`config.mk`:
```
export PLATFORM = sky130hd
export DESIGN_NAME = pipe_hazard_ctrl_flat
export DESIGN_NICKNAME = d
export VERILOG_FILES = /design/src/rtl/pipe_hazard_ctrl_pkg.sv /design/src/rtl/pipe_hazard_ctrl_if.sv /design/src/rtl/pipe_hazard_ctrl_hazard_detect.sv /design/src/rtl/pipe_hazard_ctrl.sv /design/src/flat_wrapper.sv
export SDC_FILE = /design/constraint.sdc
export NUM_CORES = 1
export LEC_CHECK = 0
export CAP_MARGIN = 20
export CORE_MARGIN = 1.5
export CORE_UTILIZATION = 34
export DETAILED_ROUTE_END_ITERATION = 16
export PLACE_DENSITY_LB_ADDON = 0.3
export SYNTH_ARGS = -nofsm -noshare
export SYNTH_HDL_FRONTEND = slang
export SYNTH_SLANG_ARGS = --single-unit
```
`constraint.sdc`:
```
create_clock -name clk_in -period 2.6 [get_ports clk_in]
set_input_delay 0.65 -clock clk_in [delete_from_list [all_inputs] [get_ports clk_in]]
set_output_delay 0.65 -clock clk_in [all_outputs]
set_load 0.02 [all_outputs]
```
`src/rtl/pipe_hazard_ctrl_pkg.sv`:
```
`default_nettype none
// pipe_hazard_ctrl_pkg: PC source codes and controller state encodings shared by the core.
// Revision 1.0
package pipe_hazard_ctrl_pkg;

   localparam logic [1:0] PC_SRC_RESET  = 2'b00;
   localparam logic [1:0] PC_SRC_BRANCH = 2'b01;
   localparam logic [1:0] PC_SRC_TRAP   = 2'b10;
   localparam logic [1:0] PC_SRC_SEQ    = 2'b11;

   typedef enum logic [1:0] {
      ST_RST  = 2'b00,
      ST_WARM = 2'b01,
      ST_RUN  = 2'b10,
      ST_TRAP = 2'b11
   } state_t;

endpackage
`default_nettype wire

```
`src/rtl/pipe_hazard_ctrl_if.sv`:
```
`default_nettype none
// pipe_hazard_ctrl_if: hazard sources into the controller, PC mux / pipeline-register controls out.
// Revision 1.0
interface pipe_hazard_ctrl_if #(
   parameter int REG_ADDR_W = 5
);
   logic [REG_ADDR_W-1:0] id_rs1_in;
   logic [REG_ADDR_W-1:0] id_rs2_in;
   logic                  ex_mem_read_in;
   logic [REG_ADDR_W-1:0] ex_rd_in;
   logic                  ex_branch_taken_in;
   logic                  mem_busy_in;
   logic                  trap_req_in;
   logic [1:0]            pc_src_out;
   logic                  pc_en_out;
   logic                  if_id_en_out;
   logic                  if_id_flush_out;
   logic                  id_ex_flush_out;
   logic                  ex_mem_flush_out;
   logic                  trap_ack_out;
   logic                  ready_out;

   modport master (
      output id_rs1_in, id_rs2_in, ex_mem_read_in, ex_rd_in,
             ex_branch_taken_in, mem_busy_in, trap_req_in,
      input  pc_src_out, pc_en_out, if_id_en_out, if_id_flush_out,
             id_ex_flush_out, ex_mem_flush_out, trap_ack_out, ready_out
   );

   modport slave (
      input  id_rs1_in, id_rs2_in, ex_mem_read_in, ex_rd_in,
             ex_branch_taken_in, mem_busy_in, trap_req_in,
      output pc_src_out, pc_en_out, if_id_en_out, if_id_flush_out,
             id_ex_flush_out, ex_mem_flush_out, trap_ack_out, ready_out
   );
endinterface
`default_nettype wire

```
`src/rtl/pipe_hazard_ctrl_hazard_detect.sv`:
```
`default_nettype none
// hazard_detect: combinational load-use comparison between the EX load and the ID sources.
// Revision 1.0
module hazard_detect #(
   parameter int REG_ADDR_W = 5
) (
   input  wire logic [REG_ADDR_W-1:0] i_id_rs1,
   input  wire logic [REG_ADDR_W-1:0] i_id_rs2,
   input  wire logic [REG_ADDR_W-1:0] i_ex_rd,
   input  wire logic                  i_ex_mem_read,
   output logic                       o_load_use
);
   // x0 is hard-wired zero, so a load targeting it can never create a dependency.
   always_comb begin
      o_load_use = i_ex_mem_read && (i_ex_rd != '0) &&
                   ((i_ex_rd == i_id_rs1) || (i_ex_rd == i_id_rs2));
   end
endmodule
`default_nettype wire

```
`src/rtl/pipe_hazard_ctrl.sv`:
```
`default_nettype none
// pipe_hazard_ctrl: sequences start-up, load-use stalls, branch redirects, memory freezes and traps.
// Revision 1.0
module pipe_hazard_ctrl
   import pipe_hazard_ctrl_pkg::*;
#(
   parameter int WARMUP_CYCLES = 3,
   parameter int REG_ADDR_W    = 5
) (
   input  wire logic          clk_in,
   input  wire logic          rst_n_in,
   pipe_hazard_ctrl_if.slave  bus
);
   localparam int CNT_W = (WARMUP_CYCLES > 0) ? $clog2(WARMUP_CYCLES + 1) : 1;
   localparam logic [CNT_W-1:0] C_CNT_LAST = CNT_W'(WARMUP_CYCLES - 1);

   state_t           r_state;
   state_t           w_nxt_state;
   logic [CNT_W-1:0] r_warm_cnt;
   logic             w_load_use;

   logic [1:0]       w_pc_src;
   logic             w_pc_en;
   logic             w_if_id_en;
   logic             w_if_id_flush;
   logic             w_id_ex_flush;
   logic             w_ex_mem_flush;
   logic             w_trap_ack;
   logic             w_ready;

   hazard_detect #(
      .REG_ADDR_W (REG_ADDR_W)
   ) u_hazard_detect (
      .i_id_rs1      (bus.id_rs1_in),
      .i_id_rs2      (bus.id_rs2_in),
      .i_ex_rd       (bus.ex_rd_in),
      .i_ex_mem_read (bus.ex_mem_read_in),
      .o_load_use    (w_load_use)
   );

   always_ff @(posedge clk_in or negedge rst_n_in) begin
      if (!rst_n_in) begin
         r_state    <= ST_RST;
         r_warm_cnt <= '0;
      end else begin
         r_state <= w_nxt_state;
         if (r_state == ST_WARM) begin
            r_warm_cnt <= r_warm_cnt + CNT_W'(1);
         end else begin
            r_warm_cnt <= '0;
         end
      end
   end

   always_comb begin
      w_nxt_state    = r_state;
      w_pc_src       = PC_SRC_SEQ;
      w_pc_en        = 1'b0;
      w_if_id_en     = 1'b0;
      w_if_id_flush  = 1'b0;
      w_id_ex_flush  = 1'b0;
      w_ex_mem_flush = 1'b0;
      w_trap_ack     = 1'b0;
      w_ready        = 1'b0;

      case (r_state)
         ST_RST: begin
            w_pc_src       = PC_SRC_RESET;
            w_pc_en        = 1'b1;
            w_if_id_flush  = 1'b1;
            w_id_ex_flush  = 1'b1;
            w_ex_mem_flush = 1'b1;
            w_nxt_state    = (WARMUP_CYCLES == 0) ? ST_RUN : ST_WARM;
         end
         ST_WARM: begin
            w_if_id_flush  = 1'b1;
            w_id_ex_flush  = 1'b1;
            w_ex_mem_flush = 1'b1;
            if (r_warm_cnt == C_CNT_LAST) begin
               w_nxt_state = ST_RUN;
            end
         end
         ST_RUN: begin
            w_ready = 1'b1;
            // A memory freeze outranks everything; pending requests are held by their sources.
            if (bus.mem_busy_in) begin
               w_pc_en = 1'b0;
            end else if (bus.trap_req_in) begin
               w_id_ex_flush = 1'b1;
               w_nxt_state   = ST_TRAP;
            end else if (bus.ex_branch_taken_in) begin
               w_pc_src      = PC_SRC_BRANCH;
               w_pc_en       = 1'b1;
               w_if_id_en    = 1'b1;
               w_if_id_flush = 1'b1;
               w_id_ex_flush = 1'b1;
            end else if (w_load_use) begin
               w_id_ex_flush = 1'b1;
            end else begin
               w_pc_en    = 1'b1;
               w_if_id_en = 1'b1;
            end
         end
         ST_TRAP: begin
            w_pc_src       = PC_SRC_TRAP;
            w_pc_en        = 1'b1;
            w_if_id_en     = 1'b1;
            w_if_id_flush  = 1'b1;
            w_id_ex_flush  = 1'b1;
            w_ex_mem_flush = 1'b1;
            w_trap_ack     = 1'b1;
            w_nxt_state    = ST_RUN;
         end
         default: begin
            w_nxt_state = ST_RST;
         end
      endcase
   end

   assign bus.pc_src_out       = w_pc_src;
   assign bus.pc_en_out        = w_pc_en;
   assign bus.if_id_en_out     = w_if_id_en;
   assign bus.if_id_flush_out  = w_if_id_flush;
   assign bus.id_ex_flush_out  = w_id_ex_flush;
   assign bus.ex_mem_flush_out = w_ex_mem_flush;
   assign bus.trap_ack_out     = w_trap_ack;
   assign bus.ready_out        = w_ready;

endmodule
`default_nettype wire

```
`src/flat_wrapper.sv`:
```
// flat-port wrapper written by rule: the top's interface ports become plain ports
module pipe_hazard_ctrl_flat import pipe_hazard_ctrl_pkg::*;
#(
   parameter int WARMUP_CYCLES = 3,
   parameter int REG_ADDR_W    = 5
)
  (clk_in, rst_n_in, bus_id_rs1_in, bus_id_rs2_in, bus_ex_mem_read_in, bus_ex_rd_in, bus_ex_branch_taken_in, bus_mem_busy_in, bus_trap_req_in, bus_pc_src_out, bus_pc_en_out, bus_if_id_en_out, bus_if_id_flush_out, bus_id_ex_flush_out, bus_ex_mem_flush_out, bus_trap_ack_out, bus_ready_out);
  pipe_hazard_ctrl_if #(.REG_ADDR_W(REG_ADDR_W)) bus_i ();
  input  wire logic clk_in;
  input  wire logic rst_n_in;
  input wire logic [$bits(bus_i.id_rs1_in)-1:0] bus_id_rs1_in;
  input wire logic [$bits(bus_i.id_rs2_in)-1:0] bus_id_rs2_in;
  input wire logic [$bits(bus_i.ex_mem_read_in)-1:0] bus_ex_mem_read_in;
  input wire logic [$bits(bus_i.ex_rd_in)-1:0] bus_ex_rd_in;
  input wire logic [$bits(bus_i.ex_branch_taken_in)-1:0] bus_ex_branch_taken_in;
  input wire logic [$bits(bus_i.mem_busy_in)-1:0] bus_mem_busy_in;
  input wire logic [$bits(bus_i.trap_req_in)-1:0] bus_trap_req_in;
  output wire logic [$bits(bus_i.pc_src_out)-1:0] bus_pc_src_out;
  output wire logic [$bits(bus_i.pc_en_out)-1:0] bus_pc_en_out;
  output wire logic [$bits(bus_i.if_id_en_out)-1:0] bus_if_id_en_out;
  output wire logic [$bits(bus_i.if_id_flush_out)-1:0] bus_if_id_flush_out;
  output wire logic [$bits(bus_i.id_ex_flush_out)-1:0] bus_id_ex_flush_out;
  output wire logic [$bits(bus_i.ex_mem_flush_out)-1:0] bus_ex_mem_flush_out;
  output wire logic [$bits(bus_i.trap_ack_out)-1:0] bus_trap_ack_out;
  output wire logic [$bits(bus_i.ready_out)-1:0] bus_ready_out;
  assign bus_i.id_rs1_in = bus_id_rs1_in;
  assign bus_i.id_rs2_in = bus_id_rs2_in;
  assign bus_i.ex_mem_read_in = bus_ex_mem_read_in;
  assign bus_i.ex_rd_in = bus_ex_rd_in;
  assign bus_i.ex_branch_taken_in = bus_ex_branch_taken_in;
  assign bus_i.mem_busy_in = bus_mem_busy_in;
  assign bus_i.trap_req_in = bus_trap_req_in;
  assign bus_pc_src_out = bus_i.pc_src_out;
  assign bus_pc_en_out = bus_i.pc_en_out;
  assign bus_if_id_en_out = bus_i.if_id_en_out;
  assign bus_if_id_flush_out = bus_i.if_id_flush_out;
  assign bus_id_ex_flush_out = bus_i.id_ex_flush_out;
  assign bus_ex_mem_flush_out = bus_i.ex_mem_flush_out;
  assign bus_trap_ack_out = bus_i.trap_ack_out;
  assign bus_ready_out = bus_i.ready_out;
  pipe_hazard_ctrl #(.WARMUP_CYCLES(WARMUP_CYCLES), .REG_ADDR_W(REG_ADDR_W)) u_core (.clk_in(clk_in), .rst_n_in(rst_n_in), .bus(bus_i));
endmodule
```
Yosys cells after proc, flatten, opt, wreduce, memory -nomap -nowiden

Index checks and enable logic that the tools add are counted.

Equal/unequal tests: 9
Add/subtract/negate cells: 1
Multiply operators: 0
Bitwise operators: 0
Shift operators: 0
Reduce and logical (&&, ||, !) cells: 8
Div/mod/pow operators: 0
Order comparisons: 0
Multiplexer cells: 27

Operators by type and width:

| kind                                                             | count |
|---|---|
| 1-bit two-way mux                                                | 14 |
| 2-bit two-way mux                                                | 7 |
| 5-bit == test                                                    | 2 |
| 1-bit one-hot mux with 2 select lines                            | 4 |
| 2-bit one-hot mux with 4 select lines                            | 1 |
| 2-bit == test (second input constant)                            | 3 |
| 2-bit != test (second input constant)                            | 3 |
| 2-bit one-hot mux with 3 select lines                            | 1 |
| 5-bit nonzero test                                               | 1 |
| 3-bit AND reduction                                              | 1 |
| 3-bit OR reduction                                               | 1 |
| 2-bit by 1-bit adder with 2-bit output (second input constant)   | 1 |
| 2-bit by 1-bit == test with 1-bit output (second input constant) | 1 |
| 1-bit logical AND                                                | 2 |
| 2-bit zero test                                                  | 1 |
| 2-bit OR reduction                                               | 1 |
| 1-bit logical OR                                                 | 1 |

RAM bits: 0
Output and inout port bits: 9
Input port bits: 21
Memories kept: 0
ROM bits: 0
Word-level logic and storage cells: 47
Register bits after elaboration: 4
Bits in latches: 0

Logic depth before layout (Yosys ltp)

Gate-level depths: netlist (run 1).

Word-level depth: 8
Mapped depth: 6
Gate-level depth less buffers: 6

Modules after synthesis

A second synthesis (run 1) with hierarchy kept.

Cells, all modules: 49
Area total of the unflattened synthesis: 439.2 µm²

Modules (own cells, without submodules):

| module           | sequential area each (µm²) | cells an instance | area each (µm²) | times used |
|---|---|---|---|---|
| pipe_hazard_ctrl | 100.1                      | 32                | 314.1           | 1 |
| hazard_detect    | 0.0                        | 17                | 125.1           | 1 |

Least setup slack after synthesis (run 1)

OpenSTA, ideal clock, no wires.

Path kind: input-to-output
From: input bus_ex_rd_in[4]
To: output bus_pc_en_out
Cell stages on the path: 4
Data required time: 1950 ps
Path buffers: 0
Arrival: 1821 ps
Setup slack: 129 ps
Path through: or4_1 o21ai_2 nor3b_1 a221oi_2

Cells in the longest elaborated chain, start to end: 8

Ends and longest elaborated chain:

| element                                                      | RTL line                                                                   | text |
|---|---|---|
| from (decl)                                                  | flat_wrapper.sv:14                                                         | `input wire logic [$bits(bus_i.ex_rd_in)-1:0] bus_ex_rd_in;` |
| 5-bit == test / 5-bit nonzero test (equally long branches)   | pipe_hazard_ctrl_hazard_detect.sv:16, pipe_hazard_ctrl_hazard_detect.sv:15 |  |
| 1-bit logical OR / 1-bit logical AND (equally long branches) | pipe_hazard_ctrl_hazard_detect.sv:16, pipe_hazard_ctrl_hazard_detect.sv:15 |  |
| 1-bit logical AND (*)                                        | pipe_hazard_ctrl_hazard_detect.sv:15                                       | `o_load_use = i_ex_mem_read && (i_ex_rd != '0) &&` |
| 1-bit two-way mux (*)                                        | pipe_hazard_ctrl.sv:97                                                     | `end else if (w_load_use) begin` |
| 1-bit two-way mux (*)                                        | pipe_hazard_ctrl.sv:91                                                     | `end else if (bus.ex_branch_taken_in) begin` |
| 1-bit two-way mux (*)                                        | pipe_hazard_ctrl.sv:88                                                     | `end else if (bus.trap_req_in) begin` |
| 1-bit two-way mux (*)                                        | pipe_hazard_ctrl.sv:86                                                     | `if (bus.mem_busy_in) begin` |
| 1-bit one-hot mux with 2 select lines (*)                    | pipe_hazard_ctrl.sv:66                                                     | `case (r_state)` |
| to (decl)                                                    | flat_wrapper.sv:19                                                         | `output wire logic [$bits(bus_i.pc_en_out)-1:0] bus_pc_en_out;` |

Every way passes the cells marked *; elsewhere a longest branch is shown, timed or not.

Worst setup path after layout (run 1)

From: input bus_ex_rd_in[2]
To: output bus_pc_en_out

The elaborated chain is that of the path after synthesis.

==> results of run 1 <==
==> stage by stage <==
| step | hold slack [ns] | setup TNS (ns) | instance area, sq um | utilization (%) | setup slack [ns] |
|---|---|---|---|---|---|
| global placement | 0.416 | -2.28 | 843 | 72.0 | -0.733 |
| detailed placement | 0.426 | -2.46 | 843 | 72.0 | -0.785 |
| global route | 0.461 | 0 | 921 | 78.6 | 0.00431 |
| CTS | 0.432 | 0 | 876 | 74.8 | 0.00431 |
| floorplan | 0.354 | 0 | 453 | - | 0.129 |
| finish | 0.427 | 0 | 921 | 78.6 | 0.0463 |
==> power by group through the flow <==
stage | sequential, mW | clock, mW | combinational [mW]
3_3_place_gp | 0.0753 | 0 | 0.452
3_5_place_dp | 0.0758 | 0 | 0.457
5_1_grt | 0.0767 | 0.0865 | 0.489
4_1_cts | 0.0750 | 0.0836 | 0.445
6_report | 0.0750 | 0.0824 | 0.454
2_1_floorplan | 0.0796 | 0 | 0.228
==> worst paths after layout <==
path                                            from                    to  slack, ns  cells after the start
worst min register to register  u_core.r_warm_cnt[0]  u_core.r_warm_cnt[0]       0.43                      1
worst min-delay path            u_core.r_warm_cnt[0]  u_core.r_warm_cnt[0]       0.43                      1
min in group asynchronous                   rst_n_in     u_core.r_state[0]       0.61                      1
max in group asynchronous                   rst_n_in  u_core.r_warm_cnt[0]       1.82                      1
worst max-delay path                 bus_ex_rd_in[2]         bus_pc_en_out       0.05                      6
worst max register to register     u_core.r_state[0]     u_core.r_state[0]       1.16                      6
==> synthesized netlist by cell type, drive strengths merged <==
| master | count |
|---|---|
| ha | 6 |
| nor3 | 1 |
| nand2b | 1 |
| or4 | 1 |
| a221oi | 1 |
| nor2b | 3 |
| nand3 | 2 |
| xnor2 | 10 |
| nor3b | 1 |
| dfrtp | 4 |
| o21ai | 5 |
| a21oi | 5 |
| nor2 | 4 |
| o22ai | 1 |
| inv | 4 |
| nand2 | 6 |
| a21o | 1 |
==> state kept, by name, indices dropped and copies added, names as in the netlist <==
name               flops
u_core.r_state         2
u_core.r_warm_cnt      2
==> cell type report <==
| class | instances | area [sq um] | share of cell area, % |
|---|---|---|---|
| multi-input cells | 48 | 392 | 42.5 |
| repair buffers | 40 | 374 | 40.6 |
| flip-flops and latches | 4 | 100 | 10.9 |
| clock buffers | 3 | 22.5 | 2.45 |
| well taps | 14 | 17.5 | 1.90 |
| inverters | 4 | 15.0 | 1.63 |
==> kinds of logic (layout without fill, tap and decap cells) <==
logic type | after synthesis | in the layout | share of synthesized area [%]
flip-flops | 4 | 4 | 22.1
AO/OA/AOI/OAI | 13 | 13 | 18.2
AND/OR/NAND/NOR | 19 | 19 | 20.4
adder cells (fa/ha/maj) | 6 | 6 | 16.6
buffers and inverters | 4 | 47 | 3.31
XOR/XNOR | 10 | 10 | 19.3
==> metal layers <==
layer / vias up / global-route usage (%)
li1: 276 / -
met1: 235 / 21.9
met2: 25 / 41.8
met3: 2 / 8.52
met4: 0 / 6.03
met5: - / 0
==> critical path, cell delays in order <==
cell and delay, ns:
sky130_fd_sc_hd__buf_6 0.09, sky130_fd_sc_hd__or4_4 0.53, sky130_fd_sc_hd__o21ai_4 0.17, sky130_fd_sc_hd__nor3b_2 0.07
sky130_fd_sc_hd__a221oi_2 0.22, sky130_fd_sc_hd__buf_4 0.18
==> what timing repair did <==
item / 4_1_cts / 5_1_grt
gates resized for setup: 39 / 9
gates cloned: 0 / 0
endpoints found under the setup margin: 5 / 3
pin swaps: 7 / 8
==> metrics.md, run 1 <==
| Metric | Value |
|---|---|
| Worst-skew pair later-pin latency | `0.25 ns` |
| Quantity of hold-fixing buffers added after cts | `0` |
| Fin crit share | `98.2%` |
| Leakage power | `0.434 nW` |
| Filler Cell Count | `77` |
| Max Clock Freq | `between 300 and 400 MHz` |
| Outcome | `finished, final reports clean` |
| Switching share of power | `43.4%` |
| Hold Fails Final Rpt | `0` |
| Worst max-slew margin expressed relative to the limit | `82.7%` |
| Floorplan die height | `39.5 um` |
| Internal portion of total power | `0.346 mW` |
| TritonCTS clock tree | `yes` |
| Clock sink count | `4` |
| Met3 Wirelength | `roughly 99 um` |
| H-tree level count | `1` |
| Wire length of the first global-routing pass | `2240 um` |
| Pin count of the biggest net entering global routing | `6` |
| Net switching power | `0.265 mW` |
| Core area | `about 1200 sq um` |
| Post-Syn Area per Cell | `a little over 8 sq um` |
| Setup Crit Path Kind | `input pin to output pin` |
| Weighted congestion at the end of routability-driven global placement | `0.748` |
| Number of design-rule violations left by the first detailed-router iteration | `8` |
| Via count of the first global-routing pass | `roughly 560` |
| Max-cap check violation count | `0` |
| Number of post-CTS setup repair buffers | `0` |
| Total via count in the routed design | `538` |
| Placed instance count | `110` |
| Area growth syn-to-layout | `103%` |
| Detail-routed via count per cell | `4.76` |
| Longest Clk Path Bufs | `2` |
| Initial Util | `38.7%` |
| DR DRC count | `0` |
| Fin cells | `113` |
| Die W | `39.5 um` |
| Number of buffers added by the clock tree synthesis step | `3` |
| Overall power | `0.611 mW` |
| Met2 Routed Length | `723 um` |
| IO Pins | `30` |
| First-pass iteration count of the detailed router | `2` |
| Cell row count | `12` |
| Post-layout min period | `2.55 ns` |
| Data arrival time of the critical path | `between 1.5 and 2 ns` |
| Wirelength per Cell | `about 12 um` |
| Synthesized instance count | `between 50 and 60` |
| Final count of pins violating max slew | `0` |
| Net Count, Synth | `83` |
| Maximum resistive drop on vdd | `0.000375 V` |
| P per Cell Area | `664 nW/um^2` |
| Number of warnings issued by yosys | `0` |
| Leading cell type in the layout, fill and taps excluded | `sky130_fd_sc_hd__clkdlybuf4s50_1` |
| CP max FO | `2` |
| Diodes inserted | `0` |
| Sequential element share of the synthesized area | `around 22%` |
| Dpl hpwl | `around 1100 um` |
| Highest-count cells in the layout ignoring fill and taps | `16 x sky130_fd_sc_hd__clkdlybuf4s50_1, 12 x sky130_fd_sc_hd__buf_4, 8 x sky130_fd_sc_hd__xnor2_1` |
| Number of synthesized register bits | `4` |
| Die area | `~1600 sq um` |
| Residual overflow from global routing | `0` |
| Number of different library cells in the post-synthesis netlist | `18` |
| CP Capture Type | `output pin` |
| Post-Route M1 WL | `518 um` |
| Total detailed-routing wirelength | `about 1400 um` |
| Root buffer cell | `sky130_fd_sc_hd__clkbuf_4` |
| RSZ-0062 raised after global routing | `no` |
| Port Buf Inserts | `29` |
| Fraction of final layout cells with drive strength greater than 1 | `between 20 and 30%` |
| Total Nets Final | `~130` |
| Final Skew | `0.00455 ns` |
| Required time of the critical path | `1.95 ns` |
| Worst Max-Slew Pin Slew | `0.259 ns` |
| Count of final setup violators | `0` |
| Count of antenna-violating nets left after detailed routing | `0` |
| Clock transition time at the flip-flop clock pins of the worst setup and hold paths | `0.04 ns` |
| Sequential group share of total power | `about 12%` |
| Fraction of post-synthesis cell area in the top cell type by area | `22.1%` |
| Post-Synthesis Cell Area | `453 sq um` |
| Combinational share of power | `74.2%` |
| Aggregate global-route resource usage | `about 22%` |
| Crit start category | `input pin` |
| Initial antenna violation count | `0` |
| Part of the power in the clock network | `13.5%` |
| Topmost layer with routed signal wires | `met4` |
| Path category of the worst min-delay check | `flop to flop` |
| Largest cells by area after synthesis | `sky130_fd_sc_hd__dfrtp_1 22%, sky130_fd_sc_hd__xnor2_1 19%, sky130_fd_sc_hd__ha_1 17%, sky130_fd_sc_hd__a21oi_1 5.5%, sky130_fd_sc_hd__nand2_1 5.0%` |
| Cell type with the largest total area after synthesis | `sky130_fd_sc_hd__dfrtp_1` |
(Power assumes the default switching activity.)
==> run 2: changes to the inputs <==
--- a/config.mk
+++ b/config.mk
@@ -9,7 +9,7 @@
 export CORE_MARGIN = 1.5
 export CORE_UTILIZATION = 34
 export DETAILED_ROUTE_END_ITERATION = 16
-export PLACE_DENSITY_LB_ADDON = 0.3
+export PLACE_DENSITY = 0.77
 export SYNTH_ARGS = -nofsm -noshare
 export SYNTH_HDL_FRONTEND = slang
 export SYNTH_SLANG_ARGS = --single-unit
==> run 2 against run 1 <==
Fmax fell by 1.7%. Critical path depth did not move. Power fell by 5.1%. Design area fell by 4.6%. Worst setup slack got worse by 0.043 ns. Critical path type unchanged. Largest power group unchanged.
==> metrics.md, run 2 (same netlist as run 1, synthesis figures left out) <==
| Metric | Value |
|---|---|
| Leading cell type in the layout, fill and taps excluded | `sky130_fd_sc_hd__clkdlybuf4s50_1` |
| Fin crit share | `99.9% (+1.7 points)` |
| Wirelength per Cell | `12.2 um (+1.6%)` |
| Count of antenna-violating nets left after detailed routing | `0 (unchanged)` |
| Via count of the first global-routing pass | `513 (-7.6%)` |
| Net switching power | `0.255 mW (-3.9%)` |
| Leakage power | `0.398 nW (-8.2%)` |
| Count of final setup violators | `0 (unchanged)` |
| RSZ-0062 raised after global routing | `yes` |
| Internal portion of total power | `0.325 mW (-6.1%)` |
| Weighted congestion at the end of routability-driven global placement | `0.780 (+4.3%)` |
| Combinational share of power | `73.4% (-0.8 points)` |
| Final design instance area without fill | `878 sq um (-4.6%)` |
| Part of the power in the clock network | `12.7% (-0.8 points)` |
| Fraction of final layout cells with drive strength greater than 1 | `28.6% (-0.72 points)` |
| P per Cell Area | `660 nW/um^2 (-0.50%)` |
| Worst-skew pair later-pin latency | `0.23 ns (-0.02 ns)` |
| Pin count of the biggest net entering global routing | `7 (+1)` |
| CP Capture Type | `output pin` |
| Setup Crit Path Kind | `input pin to output pin` |
| Total via count in the routed design | `531 (-1.3%)` |
| Outcome | `finished, final reports clean` |
| Maximum resistive drop on vdd | `0.000494 V (+32%)` |
| Delay contributed by the slowest stage of the critical path | `0.53 ns (about the same)` |
| Required time of the critical path | `1.95 ns (about the same)` |
| DR DRC count | `0 (unchanged)` |
| Wire length of the first global-routing pass | `2150 um (-4.0%)` |
| Max Clock Freq | `385 MHz (-1.7%)` |
| Data arrival time of the critical path | `1.95 ns (+0.05 ns)` |
| Clock sink count | `4 (unchanged)` |
| Number of design-rule violations left by the first detailed-router iteration | `3 (-5)` |
| Hold Fails Final Rpt | `0 (unchanged)` |
| Port Buf Inserts | `29 (unchanged)` |
| Switching share of power | `44.0% (+0.57 points)` |
| Dpl hpwl | `1130 um (+0.19%)` |
| Clock transition time at the flip-flop clock pins of the worst setup and hold paths | `0.04 ns (about the same)` |
| Worst Max-Slew Pin Slew | `0.269 ns (+0.0104 ns)` |
| Highest-count cells in the layout ignoring fill and taps | `19 x sky130_fd_sc_hd__clkdlybuf4s50_1, 11 x sky130_fd_sc_hd__buf_4, 10 x sky130_fd_sc_hd__xnor2_1` |
| Quantity of hold-fixing buffers added after cts | `0 (unchanged)` |
| Longest Clk Path Bufs | `2 (unchanged)` |
| Initial antenna violation count | `0 (unchanged)` |
| Die area | `1560 sq um (unchanged)` |
| Total Nets Final | `127 (-0.78%)` |
| Worst max-slew margin expressed relative to the limit | `82.0% (-0.69 points)` |
| CP Cell Sequence | `buf_6 -> or4_4 -> o21ai_4 -> nor3b_2 -> a221oi_2 -> buf_4` |
| TritonCTS clock tree | `yes` |
| Detail-routed via count per cell | `4.74 (-0.42%)` |
| CP max FO | `2 (unchanged)` |
| Aggregate global-route resource usage | `20.4% (-1.7 points)` |
| Final Skew | `0.00118 ns (-0.00337 ns)` |
| Filler Cell Count | `87 (+13%)` |
| Core area | `1170 sq um (unchanged)` |
| Total detailed-routing wirelength | `1360 um (+0.66%)` |
| Sequential group share of total power | `13.9% (+1.6 points)` |
| Die W | `39.5 um (unchanged)` |
| Cell row count | `12 (unchanged)` |
| Regs by FF count | `u_core.r_state x2, u_core.r_warm_cnt x2` |
| Worst hold-check slack | `0.422 ns (-0.00503 ns)` |
| Placed cell area | `828 sq um (-1.8%)` |
| Floorplan die height | `39.5 um (unchanged)` |
| Initial Util | `38.7% (unchanged)` |
| Number of buffers added by the clock tree synthesis step | `3 (unchanged)` |
| Post-layout min period | `2.60 ns (+0.0435 ns)` |
| Setup tns final | `0 ns (unchanged)` |
| IO Pins | `30 (unchanged)` |
| Residual overflow from global routing | `0 (unchanged)` |
| Final count of pins violating max slew | `0 (unchanged)` |
| H-tree level count | `1 (unchanged)` |
| Path category of the worst min-delay check | `flop to flop` |
| Diodes inserted | `0 (unchanged)` |
| Area growth syn-to-layout | `93.9%` |
| Cell with the largest stage delay on the worst path | `sky130_fd_sc_hd__or4_4` |
| Root buffer cell | `sky130_fd_sc_hd__clkbuf_4` |
| First-pass iteration count of the detailed router | `4 (+2)` |
| Max-cap check violation count | `0 (unchanged)` |
| Crit start category | `input pin` |
run 2: path summary, 6_finish.rpt:
| path | slack, ns | endpoint | startpoint | cells after the start |
|---|---|---|---|---|
| worst max-delay path | 0.003 | bus_pc_en_out | bus_ex_rd_in[1] | 6 |
| worst min-delay path | 0.42 | u_core.r_warm_cnt[0] | u_core.r_warm_cnt[0] | 1 |
| worst max register to register | 1.16 | u_core.r_state[0] | u_core.r_state[1] | 6 |
| worst min register to register | 0.42 | u_core.r_warm_cnt[0] | u_core.r_warm_cnt[0] | 1 |
| max in group asynchronous | 1.82 | u_core.r_state[1] | rst_n_in | 1 |
| min in group asynchronous | 0.62 | u_core.r_warm_cnt[0] | rst_n_in | 1 |
run 2: routing by layer:
layer	GRT usage (%)	wire, um	vias up
met5	0	0	-
met3	4.55	67	2
met1	25.5	593	237
met2	33.6	689	16
met4	7.76	12	0
li1	-	-	276
run 2: power by group through the flow:
stage                     combinational [mW]  clock, mW  sequential [mW]
after floorplan                        0.228          0           0.0796
after global placement                 0.430          0           0.0818
after detailed placement               0.434          0           0.0812
after CTS                              0.421     0.0781           0.0802
after global routing                   0.456     0.0812           0.0817
final                                  0.426     0.0734           0.0806
run 2: final cells by class:
class / instances / area, sq um / share of cell area (%)
Multi-Input combinational cell: 48 / 369 / 42.0
Tap cell: 14 / 17.5 / 1.99
Sequential cell: 4 / 100 / 11.4
Inverter: 4 / 15.0 / 1.71
Timing Repair Buffer: 39 / 354 / 40.3
Clock buffer: 3 / 22.5 / 2.56
run 2: critical path, delay by kind of cell:
kind                   cells  cell delay [ns]
and+or+nand+nor            2             0.60
AOI/OAI and AO/OA          2             0.42
buffers and inverters      2             0.28
run 2: repair_timing:
item                       4_1_cts  5_1_grt
pin swaps                        5        6
setup buffers                    0        1
setup endpoints to repair        5        4
resized for setup               35       11
gates cloned                     0        0
run 2: metrics by stage:
stage / power (mW) / utilization, % / worst slack [ns] / cells
floorplan: 0.308 / - / 0.129 / 56
global placement: 0.512 / 70.7 / -0.727 / 108
detailed placement: 0.516 / 70.7 / -0.773 / 108
CTS: 0.579 / 72.1 / -0.00787 / 111
global route: 0.619 / 75.0 / -0.0426 / 112
finish: 0.580 / 75.0 / 0.00280 / 112
==> run 3: changes to the inputs <==
--- a/config.mk
+++ b/config.mk
@@ -5,7 +5,6 @@
 export SDC_FILE = /design/constraint.sdc
 export NUM_CORES = 1
 export LEC_CHECK = 0
-export CAP_MARGIN = 20
 export CORE_MARGIN = 1.5
 export CORE_UTILIZATION = 34
 export DETAILED_ROUTE_END_ITERATION = 16
==> results of run 3 <==
No change in the layout: final DEF, timing and power equal those of run 2.
